### src/rtl/instr_category_decoder.sv
// RV32I instruction category decoder: classifies LOAD / STORE / ARITHMETIC words,
// flags illegal and masked categories, extracts register/immediate fields into a
// one-entry result register, and keeps saturating per-category event counters.
module instr_category_decoder #(
  parameter int unsigned COUNT_W = 16
) (
  input  logic               clk,
  input  logic               rst,
  input  logic               in_valid,
  output logic               in_ready,
  input  logic [31:0]        in_instr,
  input  logic [2:0]         type_mask,
  input  logic               cnt_clr,
  output logic               out_valid,
  input  logic               out_ready,
  output logic [2:0]         out_cat,
  output logic               out_illegal,
  output logic               out_masked,
  output logic [4:0]         out_rd,
  output logic [4:0]         out_rs1,
  output logic [4:0]         out_rs2,
  output logic [31:0]        out_imm,
  output logic [COUNT_W-1:0] cnt_load,
  output logic [COUNT_W-1:0] cnt_store,
  output logic [COUNT_W-1:0] cnt_arith,
  output logic [COUNT_W-1:0] cnt_illegal,
  output logic [COUNT_W-1:0] cnt_masked
);

  typedef enum logic [6:0] {
    OPC_LOAD   = 7'b0000011,
    OPC_STORE  = 7'b0100011,
    OPC_OP     = 7'b0110011,
    OPC_OP_IMM = 7'b0010011
  } opcode_e;

  localparam logic [2:0] CAT_LOAD  = 3'b001;
  localparam logic [2:0] CAT_STORE = 3'b010;
  localparam logic [2:0] CAT_ARITH = 3'b100;

  logic [2:0]  funct3;
  logic [6:0]  funct7;
  logic [31:0] imm_i;
  logic [31:0] imm_s;

  logic [2:0]  d_cat;
  logic        d_illegal;
  logic        d_masked;
  logic [4:0]  d_rd;
  logic [4:0]  d_rs1;
  logic [4:0]  d_rs2;
  logic [31:0] d_imm;
  logic        accept;

  assign funct3 = in_instr[14:12];
  assign funct7 = in_instr[31:25];
  assign imm_i  = {{20{in_instr[31]}}, in_instr[31:20]};
  assign imm_s  = {{20{in_instr[31]}}, in_instr[31:25], in_instr[11:7]};

  assign in_ready = !out_valid || out_ready;
  // Reset blocks acceptance even though in_ready may read 1 during reset.
  assign accept   = in_valid && in_ready && !rst;

  function automatic logic [COUNT_W-1:0] sat_inc(input logic [COUNT_W-1:0] v);
    return (v == '1) ? v : v + COUNT_W'(1);
  endfunction

  // Combinational decode of the presented word; fields stay zero unless legal.
  always_comb begin
    d_cat = '0;
    d_rd  = '0;
    d_rs1 = '0;
    d_rs2 = '0;
    d_imm = '0;
    case (in_instr[6:0])
      OPC_LOAD: begin
        if (funct3 inside {3'b000, 3'b001, 3'b010, 3'b100, 3'b101}) begin
          d_cat = CAT_LOAD;
          d_rd  = in_instr[11:7];
          d_rs1 = in_instr[19:15];
          d_imm = imm_i;
        end
      end
      OPC_STORE: begin
        if (funct3 inside {3'b000, 3'b001, 3'b010}) begin
          d_cat = CAT_STORE;
          d_rs1 = in_instr[19:15];
          d_rs2 = in_instr[24:20];
          d_imm = imm_s;
        end
      end
      OPC_OP: begin
        if ((funct7 == 7'b0000000) ||
            ((funct7 == 7'b0100000) && ((funct3 == 3'b000) || (funct3 == 3'b101)))) begin
          d_cat = CAT_ARITH;
          d_rd  = in_instr[11:7];
          d_rs1 = in_instr[19:15];
          d_rs2 = in_instr[24:20];
        end
      end
      OPC_OP_IMM: begin
        if (((funct3 == 3'b001) && (funct7 == 7'b0000000)) ||
            ((funct3 == 3'b101) && ((funct7 == 7'b0000000) || (funct7 == 7'b0100000))) ||
            ((funct3 != 3'b001) && (funct3 != 3'b101))) begin
          d_cat = CAT_ARITH;
          d_rd  = in_instr[11:7];
          d_rs1 = in_instr[19:15];
          d_imm = imm_i;
        end
      end
      default: ;
    endcase
    d_illegal = (d_cat == '0);
    d_masked  = !d_illegal && ((d_cat & type_mask) == '0);
  end

  // One-entry result register; simultaneous drain and accept keeps out_valid high.
  always_ff @(posedge clk) begin
    if (rst) begin
      out_valid   <= 1'b0;
      out_cat     <= '0;
      out_illegal <= 1'b0;
      out_masked  <= 1'b0;
      out_rd      <= '0;
      out_rs1     <= '0;
      out_rs2     <= '0;
      out_imm     <= '0;
    end else if (accept) begin
      out_valid   <= 1'b1;
      out_cat     <= d_cat;
      out_illegal <= d_illegal;
      out_masked  <= d_masked;
      out_rd      <= d_rd;
      out_rs1     <= d_rs1;
      out_rs2     <= d_rs2;
      out_imm     <= d_imm;
    end else if (out_valid && out_ready) begin
      out_valid   <= 1'b0;
    end
  end

  // Saturating statistics counters; clear wins over a same-cycle accept.
  always_ff @(posedge clk) begin
    if (rst || cnt_clr) begin
      cnt_load    <= '0;
      cnt_store   <= '0;
      cnt_arith   <= '0;
      cnt_illegal <= '0;
      cnt_masked  <= '0;
    end else if (accept) begin
      if (d_cat[0]) cnt_load    <= sat_inc(cnt_load);
      if (d_cat[1]) cnt_store   <= sat_inc(cnt_store);
      if (d_cat[2]) cnt_arith   <= sat_inc(cnt_arith);
      if (d_illegal) cnt_illegal <= sat_inc(cnt_illegal);
      if (d_masked)  cnt_masked  <= sat_inc(cnt_masked);
    end
  end

endmodule

### config.mk
export PLATFORM = sky130hd
export DESIGN_NAME = instr_category_decoder
export DESIGN_NICKNAME = d
export VERILOG_FILES = /design/src/rtl/instr_category_decoder.sv
export SDC_FILE = /design/constraint.sdc
export NUM_CORES = 1
export LEC_CHECK = 0
export ABC_AREA = 0
export CORE_UTILIZATION = 42
export CTS_CLUSTER_SIZE = 20
export DETAILED_ROUTE_END_ITERATION = 6
export PLACE_DENSITY = 0.77
export SETUP_SLACK_MARGIN = 0.1
export SYNTH_ARGS = -nofsm -noshare
export SYNTH_HDL_FRONTEND = slang
export SYNTH_SLANG_ARGS = --single-unit
### constraint.sdc
create_clock -name clk -period 2.6 [get_ports clk]
set_clock_uncertainty 0.2 [all_clocks]
set_input_delay 0.39 -clock clk [delete_from_list [all_inputs] [get_ports clk]]
set_output_delay 0.39 -clock clk [all_outputs]
set_load 0.03 [all_outputs]
==> flow_metrics.env, run 1 <==
export IMPL_globalRouteTotalUtil_pct=24.7
export IMPL_final_layout_net_count=907
export IMPL_maximum_number_of_pins_on_one_net_before_global_route_repair=41
export IMPL_post_synth_instance_area_um2=5420
export IMPL_cts_inserted_buffers=17
export IMPL_clk_transition_reported_paths_ns=0.05
export IMPL_synth_seq_cells=113
export IMPL_report_final_slew_viol_count=0
export IMPL_r2r_start="out_valid"
export IMPL_dominantRegCellSynth="dfxtp_1"
export IMPL_p_leak_nw=3.06
export IMPL_cts_hold_buf=0
export IMPL_power_density_nw_per_um2=496
export IMPL_cts_root_buffer="clkbuf_16"
export IMPL_initial_core_util_pct=43.0
export IMPL_yosys_area_top_type_share_pct=41.7
export IMPL_gr_total_overflow=0
export IMPL_crit_path_max_delay_cell_type="or4_4"
export IMPL_floorplan_die_width_um=116
export IMPL_crit_path_max_incr_delay_ns=0.54
export IMPL_worst_endpoint_required_ns=2.75
export IMPL_r2r_end="cnt_masked[3]"
export IMPL_yosys_area_top_type="dfxtp_1"
export IMPL_worst_r2r_cell_count=9
export IMPL_r2r_slack_ns=0.23
export IMPL_viasPerCell=5.55
export IMPL_max_slew_margin_rel_pct=67.9
export IMPL_timing_hold_worst_start="in_instr[26]"
export IMPL_timing_fmax_mhz=404
export IMPL_synth_yosys_warnings=0
export IMPL_clk_insertion_delay_late_ns=0.41
export IMPL_synthesis_nets=682
export IMPL_ioPinCount=174
export IMPL_timing_critical_path_buf_inv=1
export IMPL_crit_chain="clkdlybuf4s50_1 -> nand2b_4 -> a311oi_4 -> or3_4 -> or4_4 -> or3_1 -> a21oi_2"
export IMPL_routed_wire_length_per_instance_um=16.1
export IMPL_number_of_violations_reported_at_the_end_of_detailed_routing_iteration_0=327
export IMPL_cell_depth_of_the_worst_min_delay_path=2
export IMPL_setup_viol=0
export IMPL_first_pass_grt_wire_length_um=25900
export IMPL_drc=0
export IMPL_drtPass1Iterations=5
export IMPL_rsz0062_at_grt="true"
export IMPL_netlist_cell_type_count=54
export IMPL_routed_wire_length_um=16800
export IMPL_final_design_area_no_fill_um2=8460
export IMPL_routabilityCongestion=0.836
export IMPL_post_synth_cell_area_avg_um2=8.51
export IMPL_netlist_instances=637
export IMPL_path_max_fanout=6
export IMPL_placement_rows=41
export IMPL_cpLargestDelayFamily="simple AND/OR/NAND/NOR gates"
export IMPL_die_height_um=116
export IMPL_path_class="input port to register"
export IMPL_die_area_um2=13400
export IMPL_whs_ns=0.0399
export IMPL_area_growth_synth_to_final_pct=56.1
export IMPL_cts_path_max_buffers=2
export IMPL_core_region_area_um2=12600
export IMPL_post_route_cells_drive_above_1_share_pct=18.2
export IMPL_largest_cells_by_area_after_synthesis="dfxtp_1 42%, a22o_1 4.4%, or3_1 4.3%, a21oi_1 4.1%, nand2_1 3.7%"
export IMPL_critPathLaunchType="input port"
export IMPL_dp_slack_ns=-0.600
export IMPL_timing_final_crit_share_pct=95.3
export IMPL_run_status="finished, final reports clean"
export IMPL_max_slew_worst_pin_slew_ns=0.478
export IMPL_power_total_w=0.00420
export IMPL_antenna_diode_count=0
export IMPL_htreeDepth=4
export IMPL_ys_async_sr_fraction_pct=0
export IMPL_period_needed_ns=2.48
export IMPL_worstHoldPathType="input port to register"
export IMPL_finalHoldViolCount=0
export IMPL_hold_path_end="out_imm[6]"
export IMPL_cts_sinks=113
export IMPL_critPathCaptureType="register"
export IMPL_dpl_cell_area_um2=7630
export IMPL_fin_setup_tns_ns=0
export IMPL_routed_via_count=5801
export IMPL_irDropWorstVdd_v=0.000391
export IMPL_cts_tree="done"
export IMPL_worstPathArrival_ns=2.63
export IMPL_io_buffers=173
export IMPL_final_antenna_net_count=0
export IMPL_antenna_found_initial=0
export IMPL_cap_violations=0
export IMPL_hpwl_um=12000
export IMPL_number_of_global_route_vias_before_repair=5490
export IMPL_setup_slack_ns=0.122
export IMPL_synth_edf_count=0
export IMPL_synth_seq_area_share_pct=41.7
==> layout make-up <==
type / count / area [um^2]
Clock buffer: 20 / 447
Timing Repair Buffer: 256 / 2370
Fill cell: 1010 / 4160
Clock inverter: 11 / 115
Sequential cell: 113 / 2260
Inverter: 14 / 52.6
Tap cell: 172 / 215
Multi-Input combinational cell: 460 / 2990
==> stage by stage <==
step,std cells,utilization [%]
2_1_floorplan,637,-
3_3_place_gp,1000,60.4
3_5_place_dp,1000,60.4
4_1_cts,1037,65.6
5_1_grt,1046,67.1
6_report,1046,67.1
==> flip-flops by register name (all words and copies together), names as in the netlist <==
name / cells
cnt_arith: 16
cnt_illegal: 16
cnt_load: 16
cnt_masked: 16
cnt_store: 16
out_cat: 3
out_illegal: 1
out_imm: 12
out_masked: 1
out_rd: 5
out_rs1: 5
out_rs2: 5
out_valid: 1
==> cell usage in the layout (no fill, tap or decap), types with 10 or more instances in the layout <==
cell type / count
clkdlybuf4s50_1: 158
dfxtp_1: 112
buf_4: 75
nand2_1: 53
nor2_1: 50
a21oi_1: 39
o21ai_0: 35
or3_1: 31
nand3_1: 27
a22o_1: 27
nand4_1: 21
xnor2_1: 20
clkbuf_16: 17
and3_1: 14
xor2_1: 14
inv_1: 13
nor3_1: 10
==> routing by layer <==
layer | part of all wire [%] | up-vias | global-route usage (%)
li1 | - | 2759 | -
met4 | 3.4 | 0 | 13.4
met3 | 7.0 | 41 | 6.01
met5 | 0 | - | 0
met2 | 49 | 238 | 41.9
met1 | 41 | 2763 | 28.8
==> synth_stat cells, drive strengths merged, types with 2 or more instances <==
cell type    n
a2111oi      2
a21o         7
a21oi       44
a22o        27
a31o         4
and2         9
and3        14
and4         9
buf         24
clkbuf      26
dfxtp      113
ha           5
inv         14
mux2i        6
nand2       54
nand2b       4
nand3       28
nand4       21
nand4b       2
nor2        50
nor2b        2
nor3        11
nor3b        2
nor4        14
o2111ai      2
o211ai       6
o21ai       37
o311ai       2
o31ai        3
or2          3
or3         38
or3b         2
or4          6
xnor2       20
xor2        14
==> power breakdown <==
group          switching (W)  internal (W)  total, W
Clock               0.000798       0.00142   0.00221
Combinational       0.000123      0.000122  0.000245
Sequential        0.00000213       0.00174   0.00174
Total               0.000923       0.00327   0.00420
==> how the worst max path moves through the flow <==
| stage | slack, ns | startpoint | depth (start not counted) | endpoint |
|---|---|---|---|---|
| 2_1_floorplan | 0.02 | in_instr[2] | 7 | cnt_masked[15] |
| 3_3_place_gp | -0.56 | in_instr[27] | 7 | cnt_arith[9] |
| 3_5_place_dp | -0.60 | in_instr[27] | 8 | cnt_arith[7] |
| 4_1_cts | 0.10 | in_instr[3] | 7 | cnt_masked[8] |
| 5_1_grt | 0.05 | in_valid | 10 | cnt_masked[3] |
| 6_report | 0.12 | in_instr[13] | 7 | cnt_arith[4] |
==> cells by family (layout without fill, tap and decap cells) <==
kind of cell | after synthesis | after routing | share of synthesized area, %
XOR/XNOR | 34 | 34 | 5.49
multiplexers | 6 | 6 | 1.11
AO/OA/AOI/OAI | 143 | 143 | 17.4
adder cells (fa/ha/maj) | 5 | 5 | 1.15
AND/OR/NAND/NOR | 272 | 272 | 27.1
flip-flops | 113 | 113 | 41.7
buffers and inverters | 64 | 301 | 6.02
==> repair_timing <==
action,in CTS,in global routing
gates cloned,1,2
hold endpoints to repair,0,0
buffers inserted,5,7
pin swaps,17,11
endpoints found under the setup margin,67,51
gates resized for setup,20,41
No activity file was read; power rests on OpenSTA's default activity.
==> run 2: changes to the inputs <==
Settings changed: ABC_AREA 0 to not set, CELL_PAD_IN_SITES_DETAIL_PLACEMENT set to 0, CELL_PAD_IN_SITES_GLOBAL_PLACEMENT set to 1, CORE_UTILIZATION 42 to 31, PLACE_DENSITY 0.77 to not set, PLACE_DENSITY_LB_ADDON set to 0.1, SLEW_MARGIN set to 20.
==> run 2 against run 1 <==
Worst setup slack better by 0.050 ns. Core utilization is 17 points lower. First-iteration DRC count is 21% lower. Via count is 5.0% lower. Critical path depth is 2 lower. Design area hardly changed. Die area is 35% higher. Hold slack worse by 0.014 ns. Sequential power hardly changed. Register-to-register slack better by 0.07 ns. Combinational power is 2% lower.
==> flow_metrics.env, run 2 (same netlist as run 1, synthesis figures left out) <==
export IMPL_routed_wire_length_um=16600
export IMPL_p_switching_w=0.000936
export IMPL_final_design_area_no_fill_um2=8460
export IMPL_seq_area_um2=2260
export IMPL_cellInternalPower_w=0.00339
export IMPL_cts_tree="done"
export IMPL_report_final_slew_viol_count=0
export IMPL_r2r_start="out_valid"
export IMPL_die_area_um2=18000
export IMPL_cts_sinks=113
export IMPL_initial_core_util_pct=32.2
export IMPL_clk_insertion_delay_late_ns=0.42
export IMPL_cts_path_max_buffers=2
export IMPL_period_needed_ns=2.43
export IMPL_path_class="input port to output port"
export IMPL_antenna_diode_count=0
export IMPL_clk_transition_reported_paths_ns=0.05
export IMPL_setup_viol=0
export IMPL_io_buffers=173
export IMPL_htreeDepth=4
export IMPL_antenna_found_initial=0
export IMPL_whs_ns=0.0257
export IMPL_number_of_global_route_vias_before_repair=5137
export IMPL_finalHoldViolCount=0
export IMPL_r2r_end="cnt_masked[15]"
export IMPL_rsz0062_at_grt="false"
export IMPL_timing_fmax_mhz=412
export IMPL_timing_critical_path_from="out_ready"
export IMPL_worstPathArrival_ns=1.84
export IMPL_relative_contribution_of_combinational_cells_to_total_power_pct=5.5
export IMPL_die_height_um=134
export IMPL_worst_r2r_cell_count=8
export IMPL_fillers=1598
export IMPL_cts_hold_buf=0
export IMPL_globalRouteTotalUtil_pct=18.7
export IMPL_cap_violations=0
export IMPL_cts_inserted_buffers=17
export IMPL_hpwl_um=12400
export IMPL_power_density_nw_per_um2=512
export IMPL_max_slew_margin_rel_pct=55.6
export IMPL_gr_total_overflow=0
export IMPL_timing_final_crit_share_pct=93.4
export IMPL_endpoint="in_ready"
export IMPL_number_of_violations_reported_at_the_end_of_detailed_routing_iteration_0=257
export IMPL_max_slew_worst_pin_slew_ns=0.660
export IMPL_area_growth_synth_to_final_pct=56.0
export IMPL_path_max_fanout=4
export IMPL_critPathCaptureType="output port"
export IMPL_final_antenna_net_count=0
export IMPL_share_clk_of_total_power_pct=54.3
export IMPL_multi_input_comb_area_um2=2930
export IMPL_worstHoldPathType="input port to register"
export IMPL_floorplan_die_width_um=134
export IMPL_core_region_area_um2=16800
export IMPL_routabilityCongestion=0.811
export IMPL_drtPass1Iterations=4
export IMPL_p_leak_nw=3.04
export IMPL_critPathLaunchType="input port"
export IMPL_routed_via_count=5510
export IMPL_cts_root_buffer="clkbuf_16"
export IMPL_final_layout_net_count=904
export IMPL_irDropWorstVdd_v=0.000453
export IMPL_ioPinCount=174
export IMPL_layout_cells_most_common="clkdlybuf4s50_1"
export IMPL_most_common_layout_cells="157 x clkdlybuf4s50_1, 112 x dfxtp_1, 77 x buf_4"
export IMPL_r2r_slack_ns=0.30
export IMPL_maximum_number_of_pins_on_one_net_before_global_route_repair=32
export IMPL_routed_wire_length_per_instance_um=15.2
export IMPL_post_route_cells_drive_above_1_share_pct=16.4
export IMPL_worst_endpoint_required_ns=2.01
export IMPL_run_status="finished, final reports clean"
export IMPL_dpl_cell_area_um2=7740
export IMPL_placement_rows=47
export IMPL_first_pass_grt_wire_length_um=26500
export IMPL_drc=0
export IMPL_power_switching_share_pct=21.6
export IMPL_viasPerCell=5.05
export IMPL_pwr_share_seq_pct=40.1
==> run 2: cell count changes in the layout (fill, tap and decap cells not counted), sizes merged <==
cell	previous run	this run
bufinv	2	3
clkdlybuf4s50	158	157
dlygate4sd2	5	7
buf	83	80
clkinvlp	4	3
dlymetal6s2s	6	5
==> run 2: per-stage QoR <==
step                      utilization, %  std cells  total power, W  setup TNS [ns]  setup slack, ns
after floorplan                        -        637         0.00186               0           0.0208
after global placement              46.0       1055         0.00201          -31.35           -0.581
after detailed placement            46.0       1055         0.00201          -32.67           -0.609
after CTS                           50.0       1089         0.00438               0           0.0937
after global routing                50.3       1091         0.00448               0           0.0995
final                               50.3       1091         0.00433               0            0.172
==> run 2: area by class of cell <==
type	count	area share, %
Inverter	14	0.621
Sequential cell	113	26.8
Timing Repair Buffer	253	27.7
Tap cell	220	3.26
Clock buffer	20	5.40
Multi-Input combinational cell	460	34.6
Clock inverter	11	1.63
==> run 2: power groups by stage <==
stage	clock network, W	logic (W)	registers [W]
floorplan	0	0.0000745	0.00178
global route	0.00249	0.000257	0.00174
global placement	0	0.000233	0.00178
detailed placement	0	0.000234	0.00178
finish	0.00235	0.000239	0.00174
CTS	0.00241	0.000238	0.00174
==> run 2: worst min path at each step <==
stage,slack [ns],from,to,cells after the start
floorplan,0.30,in_instr[20],out_imm[0],1
global placement,0.23,out_cat[1],out_cat[1],2
detailed placement,0.23,out_cat[1],out_cat[1],2
CTS,0.21,in_instr[29],out_imm[9],2
global route,0.01,in_instr[25],out_imm[5],2
finish,0.03,in_instr[25],out_imm[5],2
==> run 2: layer usage <==
layer / routed length [um] / track usage, %
met1: 7650 / 23.3
met2: 7720 / 30.4
met3: 1010 / 5.59
met4: 238 / 6.43
met5: 0 / 0
==> run 2: critical path: stages <==
cell	delay, ns
clkdlybuf4s50_1	0.51
nor2b_4	0.07
buf_4	0.13
inv_1	0.06
clkdlybuf4s50_1	0.67
==> run 2: what timing repair did <==
action / 4_1_cts / 5_1_grt
setup endpoints to repair: 61 / 40
pin swaps: 20 / 9
resized for setup: 24 / 16
setup buffers: 3 / 2
==> run 3: changes to the inputs <==
Settings changed: HOLD_SLACK_MARGIN set to 0.15.
==> run 3 against run 2 <==
Critical path depth unchanged. Critical path type unchanged. Sequential cell count unchanged. Largest power group unchanged. Clock power about the same. Highest routed layer unchanged. Critical endpoint unchanged. Hold slack improved by 0.20 ns. Largest cell class unchanged. Final cell count increased by 0.46%.
==> flow_metrics.env, run 3 (same netlist as run 1, synthesis figures left out) <==
export IMPL_power_switching_share_pct=21.5
export IMPL_p_switching_w=0.000934
export IMPL_routabilityCongestion=0.811
export IMPL_finalHoldViolCount=0
export IMPL_final_antenna_net_count=0
export IMPL_number_of_global_route_vias_before_repair=5137
export IMPL_setup_viol=0
export IMPL_fillers=1593
export IMPL_path_class="input port to output port"
export IMPL_dpl_cell_area_um2=7740
export IMPL_power_density_nw_per_um2=509
export IMPL_cellInternalPower_w=0.00340
export IMPL_routed_wire_length_um=16700
export IMPL_cts_root_buffer="clkbuf_16"
export IMPL_max_slew_worst_pin_slew_ns=0.659
export IMPL_run_status="finished, final reports clean"
export IMPL_critPathCaptureType="output port"
export IMPL_antenna_diode_count=0
export IMPL_irDropWorstVdd_v=0.000453
export IMPL_antenna_found_initial=0
export IMPL_worst_r2r_cell_count=8
export IMPL_report_final_slew_viol_count=0
export IMPL_clk_insertion_delay_late_ns=0.42
export IMPL_worst_endpoint_required_ns=2.01
export IMPL_cap_violations=0
export IMPL_worstPathArrival_ns=1.84
export IMPL_max_slew_margin_rel_pct=55.6
export IMPL_maximum_number_of_pins_on_one_net_before_global_route_repair=32
export IMPL_first_pass_grt_wire_length_um=26500
export IMPL_hpwl_um=12400
export IMPL_placement_rows=47
export IMPL_p_leak_nw=3.06
export IMPL_timing_fmax_mhz=412
export IMPL_routed_via_count=5543
export IMPL_pwr_share_seq_pct=40.1
export IMPL_timing_final_crit_share_pct=93.4
export IMPL_drtPass1Iterations=4
export IMPL_ioPinCount=174
export IMPL_r2r_slack_ns=0.29
export IMPL_clk_transition_reported_paths_ns=0.05
export IMPL_viasPerCell=5.06
export IMPL_initial_core_util_pct=32.2
export IMPL_grt_util_met2_pct=30.4
export IMPL_cts_tree="done"
export IMPL_number_of_violations_reported_at_the_end_of_detailed_routing_iteration_0=243
export IMPL_cts_path_max_buffers=2
export IMPL_cts_sinks=113
export IMPL_core_region_area_um2=16800
export IMPL_cell_depth_of_the_worst_min_delay_path=2
export IMPL_htreeDepth=4
export IMPL_layout_cells_most_common="clkdlybuf4s50_1"
export IMPL_drc=0
export IMPL_area_growth_synth_to_final_pct=56.9
export IMPL_gr_total_overflow=0
export IMPL_global_route_usage_met3_pct=5.59
export IMPL_relative_contribution_of_combinational_cells_to_total_power_pct=5.7
export IMPL_final_design_area_no_fill_um2=8510
export IMPL_fin_setup_tns_ns=0
export IMPL_io_buffers=173
export IMPL_share_clk_of_total_power_pct=54.2
export IMPL_gr_usage_met1_pct=23.3
export IMPL_most_common_layout_cells="157 x clkdlybuf4s50_1, 112 x dfxtp_1, 77 x buf_4"
export IMPL_routed_wire_length_per_instance_um=15.2
export IMPL_path_max_fanout=4
export IMPL_final_layout_net_count=909
export IMPL_globalRouteTotalUtil_pct=18.7
export IMPL_cts_inserted_buffers=17
export IMPL_die_height_um=134
export IMPL_grt_busiest_layer="met2"
export IMPL_whs_ns=0.225
export IMPL_period_needed_ns=2.43
export IMPL_worstHoldPathType="input port to register"
export IMPL_rsz0062_at_grt="false"
export IMPL_die_area_um2=18000
export IMPL_post_route_cells_drive_above_1_share_pct=16.3
export IMPL_floorplan_die_width_um=134
export IMPL_critPathLaunchType="input port"
-- run 3: cell types whose count changed in the layout (fill, tap and decap cells not counted) --
cell	before	now
dlygate4sd3_1	0	5
-- run 3: area by class of cell --
| class | instances | area (um^2) | area share [%] |
|---|---|---|---|
| multi-input cells | 460 | 2930 | 34.4 |
| repair buffers | 258 | 2390 | 28.1 |
| flip-flops and latches | 113 | 2260 | 26.6 |
| clock buffers | 20 | 457 | 5.37 |
| well taps | 220 | 275 | 3.24 |
| clock inverters | 11 | 138 | 1.62 |
| inverters | 14 | 52.6 | 0.618 |
-- run 3: power by group through the flow --
| stage | sequential, W | clock (W) | combinational (W) |
|---|---|---|---|
| detailed placement | 0.00178 | 0 | 0.000234 |
| floorplan | 0.00178 | 0 | 0.0000745 |
| global placement | 0.00178 | 0 | 0.000233 |
| CTS | 0.00174 | 0.00241 | 0.000238 |
| finish | 0.00174 | 0.00235 | 0.000246 |
| global route | 0.00174 | 0.00249 | 0.000264 |
-- run 3: what timing repair did --
action | in CTS | in global routing
pin swaps | 20 | 9
endpoints found under the hold margin | 0 | 5
endpoints found under the setup margin | 61 | 40
buffers inserted | 3 | 2
hold buffers | 0 | 5
resized for setup | 24 | 16
-- run 3: routing by layer --
layer  vias to the layer above  share of wire [%]
li1                       2757                  -
met1                      2611                 46
met2                       161                 47
met3                        14                5.8
met4                         0                1.4
met5                         -                  0
-- run 3: critical path: stages --
cell and delay [ns]:
clkdlybuf4s50_1 0.51, nor2b_4 0.07, buf_4 0.13, inv_1 0.06, clkdlybuf4s50_1 0.67
-- run 3: final timing paths --
kind / start / endpoint
min: in_instr[29] / out_imm[9]
max: out_ready / in_ready
max reg2reg: out_valid / cnt_masked[8]
min reg2reg: out_cat[1] / out_cat[1]
-- run 3: metrics by stage --
stage	util [%]	setup slack [ns]	std cells	power [W]
6_report	50.6	0.172	1096	0.00433
5_1_grt	50.6	0.0995	1096	0.00449
4_1_cts	50.0	0.0937	1089	0.00438
3_5_place_dp	46.0	-0.609	1055	0.00201
3_3_place_gp	46.0	-0.581	1055	0.00201
2_1_floorplan	-	0.0208	637	0.00186
